`src/rtl/rx_pipe_arbiter_if.sv`:
```
// Bundle of the two rx_fifo entry streams and the single pipe-write port
// shared by rx_pipe_arbiter. The arbiter uses the master view; whatever
// drives the sources and consumes the pipe uses the slave view.
interface rx_pipe_arbiter_if #(
  parameter int N = 32,
  parameter int S = 4,
  parameter int D = 37
);
  logic [D-1:0] s0_data;
  logic         s0_valid;
  logic         s0_ready;
  logic         s0_err;
  logic [D-1:0] s1_data;
  logic         s1_valid;
  logic         s1_ready;
  logic         s1_err;
  logic [D-1:0] pipe_write_data;
  logic         pipe_write_req;
  logic         pipe_write_ack;
  logic         grant;
  logic         busy;

  modport master (
    input  s0_data, s0_valid, s0_err,
    input  s1_data, s1_valid, s1_err,
    input  pipe_write_ack,
    output s0_ready, s1_ready,
    output pipe_write_data, pipe_write_req,
    output grant, busy
  );

  modport slave (
    output s0_data, s0_valid, s0_err,
    output s1_data, s1_valid, s1_err,
    output pipe_write_ack,
    input  s0_ready, s1_ready,
    input  pipe_write_data, pipe_write_req,
    input  grant, busy
  );
endinterface

```
`src/rtl/rx_pipe_arbiter.sv`:
```
// Frame-granular round-robin arbiter merging two rx_fifo entry streams onto
// one pipe-write port. Each forwarded frame is followed by a status trailer
// (byte count, error, abort, source id, per-source sequence number). A
// watchdog aborts a granted frame whose source goes quiet mid-frame; the
// rest of that frame is then drained and discarded.
module rx_pipe_arbiter #(
  parameter int N       = 32,
  parameter int S       = 4,
  parameter int D       = 37,
  parameter int TIMEOUT = 1024
) (
  input  logic               clk,
  input  logic               reset,
  rx_pipe_arbiter_if.master  bus
);

  localparam int TW = $clog2(TIMEOUT);

  typedef enum logic [1:0] {IDLE, XFER, STATUS, FLUSH} state_t;

  state_t       state;
  logic         grant_q;
  logic [D-1:0] word_p0;
  logic         vld_p0;
  logic [15:0]  bytes;
  logic [TW-1:0] tcnt;
  logic [7:0]   seq0;
  logic [7:0]   seq1;
  logic         err;
  logic         abort;

  logic         load_ok;
  logic [D-1:0] sel_data;
  logic         sel_valid;
  logic         sel_err;
  logic         sel_ready;
  logic         sel_last;
  logic [S-1:0] sel_keep;
  logic [N-1:0] sel_dat;
  logic         acc;
  logic [7:0]   seq_cur;

  function automatic logic [15:0] popcount(input logic [S-1:0] k);
    logic [15:0] c;
    c = '0;
    for (int i = 0; i < S; i++) c = c + 16'(k[i]);
    return c;
  endfunction

  function automatic logic [15:0] sat_add16(input logic [15:0] a, input logic [15:0] b);
    logic [16:0] s;
    s = {1'b0, a} + {1'b0, b};
    return s[16] ? 16'hFFFF : s[15:0];
  endfunction

  function automatic logic [D-1:0] trailer(input logic [15:0] nbytes, input logic e,
                                           input logic ab, input logic g,
                                           input logic [7:0] sq);
    logic [N-1:0] t;
    t        = '0;
    t[15:0]  = nbytes;
    t[16]    = e;
    t[17]    = ab;
    t[18]    = g;
    t[31:24] = sq;
    return {1'b1, {S{1'b0}}, t};
  endfunction

  // The output register can take a new word when empty or draining this edge.
  assign load_ok   = !vld_p0 || bus.pipe_write_ack;
  assign sel_data  = grant_q ? bus.s1_data  : bus.s0_data;
  assign sel_valid = grant_q ? bus.s1_valid : bus.s0_valid;
  assign sel_err   = grant_q ? bus.s1_err   : bus.s0_err;
  assign sel_last  = sel_data[D-1];
  assign sel_keep  = sel_data[N+S-1:N];
  assign sel_dat   = sel_data[N-1:0];
  assign seq_cur   = grant_q ? seq1 : seq0;

  // Ready follows ack combinationally so a held ack streams with no bubble;
  // in FLUSH the granted source is drained unconditionally.
  assign sel_ready = ((state == XFER) && load_ok) || (state == FLUSH);
  assign acc       = sel_valid && sel_ready;

  assign bus.s0_ready        = sel_ready && !grant_q;
  assign bus.s1_ready        = sel_ready &&  grant_q;
  assign bus.pipe_write_data = word_p0;
  assign bus.pipe_write_req  = vld_p0;
  assign bus.grant           = grant_q;
  assign bus.busy            = (state != IDLE);

  // Arbitration FSM, output register, byte/timeout counters and sequence numbers.
  always_ff @(posedge clk) begin
    if (reset) begin
      state   <= IDLE;
      grant_q <= 1'b1;
      word_p0 <= '0;
      vld_p0  <= 1'b0;
      bytes   <= '0;
      tcnt    <= '0;
      seq0    <= '0;
      seq1    <= '0;
      err     <= 1'b0;
      abort   <= 1'b0;
    end else begin
      if (vld_p0 && bus.pipe_write_ack) vld_p0 <= 1'b0;

      case (state)
        IDLE: begin
          if (bus.s0_valid || bus.s1_valid) begin
            grant_q <= (bus.s0_valid && bus.s1_valid) ? !grant_q : bus.s1_valid;
            bytes   <= '0;
            tcnt    <= '0;
            state   <= XFER;
          end
        end

        XFER: begin
          if (acc) begin
            vld_p0  <= 1'b1;
            word_p0 <= {1'b0, sel_keep, sel_dat};
            bytes   <= sat_add16(bytes, popcount(sel_keep));
            tcnt    <= '0;
            if (sel_last) begin
              err   <= sel_err;
              abort <= 1'b0;
              state <= STATUS;
            end
          end else if (!sel_valid) begin
            if (tcnt == TW'(TIMEOUT - 1)) begin
              abort <= 1'b1;
              err   <= 1'b0;
              state <= STATUS;
            end else begin
              tcnt <= tcnt + 1'b1;
            end
          end
        end

        STATUS: begin
          if (load_ok) begin
            vld_p0  <= 1'b1;
            word_p0 <= trailer(bytes, err, abort, grant_q, seq_cur);
            if (grant_q) seq1 <= seq1 + 8'd1;
            else         seq0 <= seq0 + 8'd1;
            state   <= abort ? FLUSH : IDLE;
          end
        end

        FLUSH: begin
          if (acc && sel_last) state <= IDLE;
        end

        default: state <= IDLE;
      endcase
    end
  end

endmodule

```
`src/flat_wrapper.sv`:
```
// flat-port wrapper written by rule: the top's interface ports become plain ports
module rx_pipe_arbiter_flat 
#(
  parameter int N       = 32,
  parameter int S       = 4,
  parameter int D       = 37,
  parameter int TIMEOUT = 1024
)
  (clk, reset, bus_s0_data, bus_s0_valid, bus_s0_err, bus_s1_data, bus_s1_valid, bus_s1_err, bus_pipe_write_ack, bus_s0_ready, bus_s1_ready, bus_pipe_write_data, bus_pipe_write_req, bus_grant, bus_busy);
  rx_pipe_arbiter_if #(.N(N), .S(S), .D(D)) bus_i ();
  input  logic clk;
  input  logic reset;
  input wire logic [$bits(bus_i.s0_data)-1:0] bus_s0_data;
  input wire logic [$bits(bus_i.s0_valid)-1:0] bus_s0_valid;
  input wire logic [$bits(bus_i.s0_err)-1:0] bus_s0_err;
  input wire logic [$bits(bus_i.s1_data)-1:0] bus_s1_data;
  input wire logic [$bits(bus_i.s1_valid)-1:0] bus_s1_valid;
  input wire logic [$bits(bus_i.s1_err)-1:0] bus_s1_err;
  input wire logic [$bits(bus_i.pipe_write_ack)-1:0] bus_pipe_write_ack;
  output wire logic [$bits(bus_i.s0_ready)-1:0] bus_s0_ready;
  output wire logic [$bits(bus_i.s1_ready)-1:0] bus_s1_ready;
  output wire logic [$bits(bus_i.pipe_write_data)-1:0] bus_pipe_write_data;
  output wire logic [$bits(bus_i.pipe_write_req)-1:0] bus_pipe_write_req;
  output wire logic [$bits(bus_i.grant)-1:0] bus_grant;
  output wire logic [$bits(bus_i.busy)-1:0] bus_busy;
  assign bus_i.s0_data = bus_s0_data;
  assign bus_i.s0_valid = bus_s0_valid;
  assign bus_i.s0_err = bus_s0_err;
  assign bus_i.s1_data = bus_s1_data;
  assign bus_i.s1_valid = bus_s1_valid;
  assign bus_i.s1_err = bus_s1_err;
  assign bus_i.pipe_write_ack = bus_pipe_write_ack;
  assign bus_s0_ready = bus_i.s0_ready;
  assign bus_s1_ready = bus_i.s1_ready;
  assign bus_pipe_write_data = bus_i.pipe_write_data;
  assign bus_pipe_write_req = bus_i.pipe_write_req;
  assign bus_grant = bus_i.grant;
  assign bus_busy = bus_i.busy;
  rx_pipe_arbiter #(.N(N), .S(S), .D(D), .TIMEOUT(TIMEOUT)) u_core (.clk(clk), .reset(reset), .bus(bus_i));
endmodule
```
`config.mk`:
```
export PLATFORM = sky130hd
export DESIGN_NAME = rx_pipe_arbiter_flat
export DESIGN_NICKNAME = d
export VERILOG_FILES = /design/src/rtl/rx_pipe_arbiter_if.sv /design/src/rtl/rx_pipe_arbiter.sv /design/src/flat_wrapper.sv
export SDC_FILE = /design/constraint.sdc
export NUM_CORES = 1
export LEC_CHECK = 0
export ABC_AREA = 1
export ABC_CLOCK_PERIOD_IN_PS = 3600
export BUFFER_PORTS_ARGS = -buffer_cell sky130_fd_sc_hd__buf_2
export CORE_MARGIN = 8
export CORE_UTILIZATION = 45
export CTS_BUF_LIST = sky130_fd_sc_hd__clkbuf_4
export DETAILED_ROUTE_END_ITERATION = 16
export GPL_TIMING_DRIVEN = 1
export PLACE_DENSITY_LB_ADDON = 0.2
export SLEW_MARGIN = 20
export SYNTH_ARGS = -nofsm -noshare
export SYNTH_HDL_FRONTEND = slang
export SYNTH_SLANG_ARGS = --single-unit
```
`constraint.sdc`:
```
create_clock -name clk -period 3.6 [get_ports clk]
set_input_delay 0.36 -clock clk [delete_from_list [all_inputs] [get_ports clk]]
set_output_delay 0.36 -clock clk [all_outputs]
set_load 0.05 [all_outputs]
```
* After elaboration in Yosys (flattened, before gate mapping) *
Index checks and enable logic that the tools add are counted.

word-level totals
  register bits after elaboration = 85
  word-level logic and storage cells = 95
  output and inout port bits = 42
  input port bits = 81

operators by class
  reduce and logical (&&, ||, !) cells = 25
  add/sub/neg operators = 7
  bitwise logic cells = 1
  multiplexer cells = 38
  equal/unequal tests = 14

operator list
  kind                   count
  $mux 37                3
  $pmux 37 s2            1
  $mux 16                3
  $mux 10                4
  $add 16x1->16          2
  $pmux 16 s2            1
  $pmux 10 s2            1
  $add 16x16->17         1
  $add 8x1->8 const B    2
  $mux 2                 8
  $mux 1                 14
  $reduce_and 3->1       4
  $add 10x1->10 const B  1
  $eq 10x10->1 const B   1
  $ne 3x2->1 const B     3
  $mux 8                 1
  $ne 2x1->1 const B     4
  $pmux 2 s4             1
  $reduce_and 4->1       2
  $reduce_bool 2->1      4
  $logic_and 1x1->1      7
  $reduce_and 6->1       1
  $eq 2x2->1 const B     2
  $ne 2x2->1 const B     2
  9 further kinds        12

* Depth between registers and ports, before layout *
Gate-level depths: netlist of run 1.

  word-level depth = 8
  mapped depth = 23
  depth with buffers taken out = 20

* Worst setup path after synthesis of run 1 *
No wires, ideal clock.

  kind = register to register
  start = reg u_core.grant_q (netlist: u_core.bus.grant)
  end = reg u_core.bytes[10]
  path buffers = 3
  period minus slack after synthesis = 3.629 ns
  cell stages (with the launch flop) = 24
  slack = -0.029 ns
  data required time = 3.485 ns
  library setup time = 0.115 ns
  arrival = 3.514 ns
  cell sequence = dfxtp_1 > buf_6 > inv_4 > buf_2 > buf_2 > nand2_1 > nand2_1 > ha_1 > inv_1 > fa_1 > inv_1 > ha_1 > inv_1 > fa_1 > inv_1 > nand2_1 > a21oi_4 > nand2_1 > nor2_1 > nand2_1 > nand2_1 > nand2_1 > nand2_1 > nor2_1

on the way
  cells in the longest elaborated chain, start to end = 8
  elaborated cells on any way between the ends = 12
  those cells by class = add/sub (4); eq/ne (1); mux (5); reduce/logical (2)

RTL lines
  item                        line                    source
  start, declared             rx_pipe_arbiter.sv:22   logic grant_q;
  start signal, assigned      rx_pipe_arbiter.sv:110  grant_q <= (bus.s0_valid && bus.s1_valid) ? !grant_q : bus.s1_valid;
  $mux 37                     rx_pipe_arbiter.sv:71   assign sel_data = grant_q ? bus.s1_data : bus.s0_data;
  $add 1x1->2                 rx_pipe_arbiter.sv:46   for (int i = 0; i < S; i++) c = c + 16'(k[i]);
  $add 16x1->16 (2 in a row)  rx_pipe_arbiter.sv:46
  $add 16x16->17              rx_pipe_arbiter.sv:52   s = {1'b0, a} + {1'b0, b};
  $mux 16                     rx_pipe_arbiter.sv:53   return s[16] ? 16'hFFFF : s[15:0];
  $mux 16                     rx_pipe_arbiter.sv:118  if (acc) begin
  $pmux 16 s2                 rx_pipe_arbiter.sv:107  case (state)
  end signal, assigned        rx_pipe_arbiter.sv:121  bytes <= sat_add16(bytes, popcount(sel_keep));
  end, declared               rx_pipe_arbiter.sv:25   logic [15:0] bytes;

Several ways; a longest one is shown, not always the timed one. The select of a mux whose other input is x is not followed.
A chain may end at the register's enable or synchronous reset.

* Worst setup path after layout of run 1 *
  start = reg u_core.grant_q (netlist: u_core.bus.grant)
  end = reg u_core.bytes[6]

The elaborated chain is that of the path after synthesis.

==> results of run 1 <==
==> registers in the layout, summed over array words and instances (netlist names) <==
signal	cells
u_core.seq0	8
u_core.seq1	8
u_core.state	2
u_core.err	1
u_core.tcnt	10
u_core.bytes	16
u_core.abort	1
u_core.bus.pipe_write_data	37
u_core.bus.grant	1
u_core.bus.pipe_write_req	1
==> cells by family (layout without fill, tap and decap cells) <==
family / after synthesis / count (layout)
and+or+nand+nor: 440 / 440
AOI/OAI and AO/OA: 142 / 142
adders and majority gates: 14 / 14
buffers and inverters: 101 / 215
xor gates and xnor gates: 5 / 5
DFF: 85 / 85
==> power by group <==
group	switching [mW]	internal, mW
combinational	2.13	0.772
clock	0.337	0.360
sequential	0.136	1.19
total	2.61	2.32
==> metrics by stage <==
step	utilization [%]	std cells	total power [mW]	setup WS, ns
detailed placement	52.6	1025	4.27	0.441
floorplan	-	787	3.67	0.145
finish	54.3	1041	4.93	0.392
CTS	54.3	1041	4.97	0.389
global placement	52.6	1025	4.25	0.505
global route	54.3	1041	5.34	0.0183
==> worst max-delay path, delay by kind of cell (launching register included) <==
family                     cells  cell delay (ns)
AOI/OAI and AO/OA              4             0.86
adders and majority gates      3             1.01
buffers and inverters          5             0.50
DFF                            1             0.37
and+or+nand+nor                3             0.41
==> worst paths after layout <==
check                     to  slack, ns              from  cells after the start
max reg2reg  u_core.bytes[6]       0.39  u_core.bus.grant                     15
min reg2reg   u_core.seq0[7]       0.47    u_core.seq0[7]                      1
max          u_core.bytes[6]       0.39  u_core.bus.grant                     15
min               u_core.err       0.30        bus_s1_err                      5
==> layer usage <==
layer	routed length [um]	GRT usage, %	up-vias
li1	-	-	2745
met1	6940	26.7	2257
met2	5990	29.0	116
met3	960	3.70	15
met4	210	6.94	0
met5	0	0	-
==> placed cells by master, fill, tap and decap left out, drive strengths merged <==
cell,Yosys,routed
a311o,1,1
a22oi,8,8
xor2,3,3
ha,12,12
and2,2,2
inv,65,66
bufinv,0,3
clkbuf,16,10
nand3,54,54
buf,19,133
nor3b,2,2
or2,1,1
o21bai,1,1
nor3,6,6
o21ai,84,84
dfxtp,85,85
a21oi,48,48
fa,2,2
nand3b,3,3
nand4,4,4
clkinvlp,0,1
nor2,140,140
nand2,228,228
clkinv,1,2
xnor2,2,2
==> area by class of cell <==
| class | instances | share of cell area (%) |
|---|---|---|
| clock buffer | 10 | 1.27 |
| clock inverter | 6 | 1.86 |
| inverter | 66 | 4.23 |
| multi-input combinational | 601 | 49.1 |
| sequential | 85 | 28.8 |
| tap | 140 | 2.96 |
| timing repair buffer | 133 | 11.7 |
==> metrics.md, run 1 <==
| Metric | Value |
|---|---|
| Status | completed |
| Total wire length | 14100 um |
| Warnings, synthesis | 0 |
| Drt pass-1 iters | 5 |
| Worst path cell trace | buf_4 -> o21ai_0 -> inv_1 -> fa_1 -> inv_1 -> ha_1 -> inv_1 -> fa_1 -> inv_1 -> nand2_1 -> a21oi_4 -> nand2_1 -> nor2_2 -> o21ai_0 -> a21oi_1 |
| Final nets | 991 |
| Core area | 10900 sq um |
| Largest stage delay on the critical path | 0.47 ns |
| Max VDD drop | 395 uV |
| Initial antenna violation count | 0 |
| Asr flop ratio synth | 0% |
| Die X-Extent | 122 um |
| Setup TNS | 0 ns |
| CP max-delay cell | fa_1 |
| Compound-Gate Fraction of Synth Area | 14.8% |
| Cells after Synth | 787 |
| PortBufs | 122 |
| Largest net degree at the start of global routing | 39 |
| TritonCTS sink count | 85 |
| Post-synth EDFFs | 0 |
| Simple-gate area share of the yosys netlist | 38.0% |
| Cell area power density | 834 nW/um^2 |
| Antenna Cells | 0 |
| Postcts setup bufs | 0 |
| Slew headroom | 52.9% |
| Final GP Congestion | 0.863 |
| Vias in the first global route | 4770 |
| # hold bufs at CTS | 0 |
| Slew @ Worst Pin | 0.706 ns |
| Max-cap violation count | 0 |
| Max-slew violations | 0 |
| Mapped Nets | 882 |
| CTS tree | done |
| Clock Tree Buf Depth | 2 |
| Most frequent cell after synthesis | nand2_1 |
| RSZ-0062 raised after global routing | false |
| Crit path max fanout | 19 |
| Avg Inst Size Synth | 6.42 sq um |
| Clock slew at reported path FFs | 0.13 ns |
| Fin. Hold Viols | 0 |
| Htree depth | 3 |
| Largest family of logic cells by synthesized area | simple AND/OR/NAND/NOR gates |
| Starting Density | 46.4% |
| CTS Buf Count | 9 |
| Vias | 5133 |
| Top-Level Pins | 123 |
| Final Critical Period | 3.21 ns |
| Die H | 122 um |
| FMAX | 312 MHz |
| Setup violators final | 0 |
| DP Area | 5720 sq um |
| Total track usage | 19.2% |
| Post-route ant nets | 0 |
| Clock Skew | 0.0145 ns |
| CTS resizes | 0 |
| Vias per cell | 4.93 |
| CP arrival | 3.57 ns |
| First-pass GRT wire length | 23300 um |
| Layout cells sized above 1 | 20.0% |
| FILL cells | 1120 |
| Synth Area in XOR/XNOR | 0.867% |
| Worst Path Required | 3.97 ns |
| LEAKAGE | 2.76 nW |
| Std-Cell Rows | 38 |
| #FFs+latches synth | 85 |
| Synth Area in Adders | 3.77% |
| Gr ovfl total | 0 |
| DRT iter0 DRCs | 360 |
| Top cells by count, synth | nand2_1 (216), nor2_1 (134), dfxtp_1 (85), o21ai_0 (84), inv_1 (61) |
| Sequential fraction of the synthesis area | 33.7% |
| Area of the multi-input gates | 2900 sq um |
| Yosys cell types | 40 |
| Mapped Area | 5050 sq um |
| Synth area leaders | dfxtp_1 (34%), nand2_1 (16%), nor2_1 (10%) |
| Die area | 14900 sq um |
| Area Overhead vs Synth | 17.0% |
| CP endpoint kind | flop |
| Most used cell, CP | inv_1 |
| Routed len/inst | 13.5 um |
| FF/Latch Area | 1700 sq um |
| Hold slack | 0.296 ns |
| Drc violations | 0 |
| HP Class | in2reg |
| Period utilisation layout | 89.1% |
| CP Launch Type | flop |
| Crit Path Class | reg2reg |
| Cell taking the most area after synthesis | dfxtp_1 |
| CTS Root Cell | clkbuf_4 |
| Top-area cell type share of the netlist area | 33.7% |
| Mux share of post-synthesis cell area | 0% |
| Post-DP HPWL | 10500 um |
| Main synth FF type | dfxtp_1 |
| Skew-Pair Late Insertion Delay | 0.44 ns |
| Cell area after layout | 5910 sq um |
Power figures use the tool's default switching activity.
==> run 2, diff against run 1 <==
- CORE_UTILIZATION: 45 -> 54
- CTS_BUF_LIST: sky130_fd_sc_hd__clkbuf_4 -> unset
- SLEW_MARGIN: 20 -> 5
==> metrics.md, run 2 (synthesis results as in run 1) <==
| Metric | Value |
|---|---|
| Status | completed |
| Vias per cell | 5.40 (+9.5%) |
| HP Class | in2reg |
| Skew-Pair Late Insertion Delay | 0.36 ns (-0.08 ns) |
| FMAX | 307 MHz (-1.5%) |
| Setup violators final | 0 (unchanged) |
| CP endpoint kind | flop |
| Final Critical Period | 3.26 ns (+0.0502 ns) |
| Antenna Cells | 0 (unchanged) |
| Crit path max fanout | 30 (+11) |
| Seq pwr share | 27.6% (+0.7 points) |
| Slew @ Worst Pin | 1.26 ns (+0.552 ns) |
| Total track usage | 22.8% (+3.6 points) |
| Post-route ant nets | 0 (unchanged) |
| FF-to-FF path depth | 18 (+3) |
| Final GP Congestion | 0.869 (+0.77%) |
| Max-slew violations | 0 (unchanged) |
| Hold Path End | u_core.bus.grant |
| Drt pass-1 iters | 7 (+2) |
| CP arrival | 3.53 ns (-0.04 ns) |
| Core area | 9150 sq um (-16%) |
| Crit Path Class | reg2reg |
| Crit. Startpoint | u_core.bus.grant |
| Fin. Hold Viols | 0 (unchanged) |
| Clock slew at reported path FFs | 0.08 ns (-0.05 ns) |
| Clock Skew | 0.0147 ns (+0.000166 ns) |
| Sw Pwr | 2.65 mW (+1.8%) |
| Layout cells sized above 1 | 19.6% (-0.33 points) |
| First-pass GRT wire length | 24000 um (+3.0%) |
| Final nets | 986 (-0.50%) |
| Area Overhead vs Synth | 15.8% |
| Combinational Power Share | 58.9% (about the same) |
| Setup TNS | 0 ns (unchanged) |
| Max FFs per register | 37 (unchanged) |
| Routed len/inst | 14.6 um (+8.0%) |
| WHS Path Cells | 2 (-3) |
| Clock group share of total power | 13.5% (-0.6 points) |
| Reg2reg end | u_core.bytes[13] |
| FILL cells | 833 (-26%) |
| Cell area power density | 832 nW/um^2 (-0.21%) |
| RSZ-0062 raised after global routing | false |
| CTS Root Cell | clkbuf_8 |
| Die area | 12700 sq um (-15%) |
| TritonCTS sink count | 85 (unchanged) |
| Largest net degree at the start of global routing | 51 (+31%) |
| Starting Density | 55.2% (+8.8 points) |
| Gr ovfl total | 0 (unchanged) |
| Area of the multi-input gates | 2900 sq um (unchanged) |
| Std-Cell Rows | 35 (-7.9%) |
| DP Area | 5650 sq um (-1.3%) |
| Switching Fraction | 54.6% (+1.6 points) |
| Top-Level Pins | 123 (unchanged) |
| Period utilisation layout | 90.5% (+1.4 points) |
| Hold path start | bus_s1_valid |
| Htree depth | 3 (unchanged) |
| Slew headroom | 16.1% (-37 points) |
| Most common cell after layout, fill and taps aside | nand2_1 |
| Cell area after layout | 5850 sq um (-1.1%) |
| Max-cap violation count | 0 (unchanged) |
| Max VDD drop | 425 uV (+7.7%) |
| Drc violations | 0 (unchanged) |
| Vias in the first global route | 5008 (+5.0%) |
| Reg2reg start | u_core.bus.grant |
| Initial antenna violation count | 0 (unchanged) |
| Worst Path Required | 3.88 ns (-0.09 ns) |
| R2R Setup Slk | 0.34 ns (-0.05 ns) |
| FF/Latch Area | 1700 sq um (unchanged) |
| Clock Tree Buf Depth | 2 (unchanged) |
| Die H | 113 um (-7.6%) |
| PortBufs | 122 (unchanged) |
| CTS tree | done |
| Total wire length | 14700 um (+4.4%) |
| DRT iter0 DRCs | 534 (+48%) |
| CP Launch Type | flop |
| LEAKAGE | 2.74 nW (-0.79%) |
| Total power | 4.86 mW (-1.3%) |
| Most frequent cells in the layout | nand2_1 (216), nor2_1 (134), buf_2 (122) |
| CTS Buf Count | 9 (unchanged) |
| Die X-Extent | 113 um (-7.6%) |
| Vias | 5439 (+6.0%) |
| Post-DP HPWL | 11000 um (+4.1%) |
| Pint | 2.21 mW (-4.7%) |
-- run 2: per-stage QoR --
step	instances	hold slack, ns	worst slack [ns]	utilization (%)
CTS	1007	0.324	0.295	63.8
global placement	991	0.447	0.481	61.7
global route	1007	0.321	0.0782	63.9
finish	1007	0.329	0.342	63.9
floorplan	787	0.424	0.145	-
detailed placement	991	0.462	0.340	61.7
-- run 2: how the worst max path moves through the flow --
stage	to	slack [ns]
global route	u_core.bytes[13]	0.08
detailed placement	u_core.bytes[13]	0.34
global placement	u_core.bytes[13]	0.48
CTS	u_core.bytes[13]	0.29
floorplan	u_core.bytes[10]	0.14
finish	u_core.bytes[13]	0.34
-- run 2: final cells by class --
type	instances	share of cell area [%]
inverter	66	4.28
timing repair buffer	128	11.3
sequential	85	29.1
tap	111	2.38
clock inverter	6	0.920
multi-input combinational	601	49.7
clock buffer	10	2.35
-- run 2: worst max-delay path, cell delays in order (launching register included) --
cell,delay (ns)
dfxtp_2,0.39
buf_6,0.25
nand2_1,0.07
o21ai_0,0.11
inv_1,0.10
fa_1,0.48
inv_1,0.07
ha_1,0.17
inv_1,0.08
fa_1,0.41
inv_1,0.07
nand2_1,0.09
a21oi_4,0.29
nand2_1,0.09
nor2_1,0.18
nand2_1,0.07
nand2_1,0.07
nand2_1,0.05
a21oi_1,0.16
-- run 2: power by group through the flow --
stage	combinational, mW	clock, mW	sequential [mW]
5_1_grt	3.18	0.712	1.37
6_report	2.86	0.657	1.34
3_5_place_dp	2.85	0	1.36
3_3_place_gp	2.81	0	1.35
2_1_floorplan	1.64	0	2.04
4_1_cts	2.86	0.667	1.34
-- run 2: metal layers --
metal  wire length [um]  up-vias  global-route usage [%]  share of wire (%)
li1                   -     2725                       -                  -
met1               6590     2430                    29.9                 45
met2               6530      256                    36.2                 44
met3               1350       28                    5.06                9.2
met4                252        0                    7.73                1.7
met5                  0        -                       0                  0
-- run 2: repair_timing --
item / 4_1_cts / 5_1_grt
endpoints found under the setup margin: 0 / 1
hold endpoints to repair: 0 / 0
setup buffers: 0 / 0
gates resized for setup: 0 / 1
hold buffers: 0 / 0
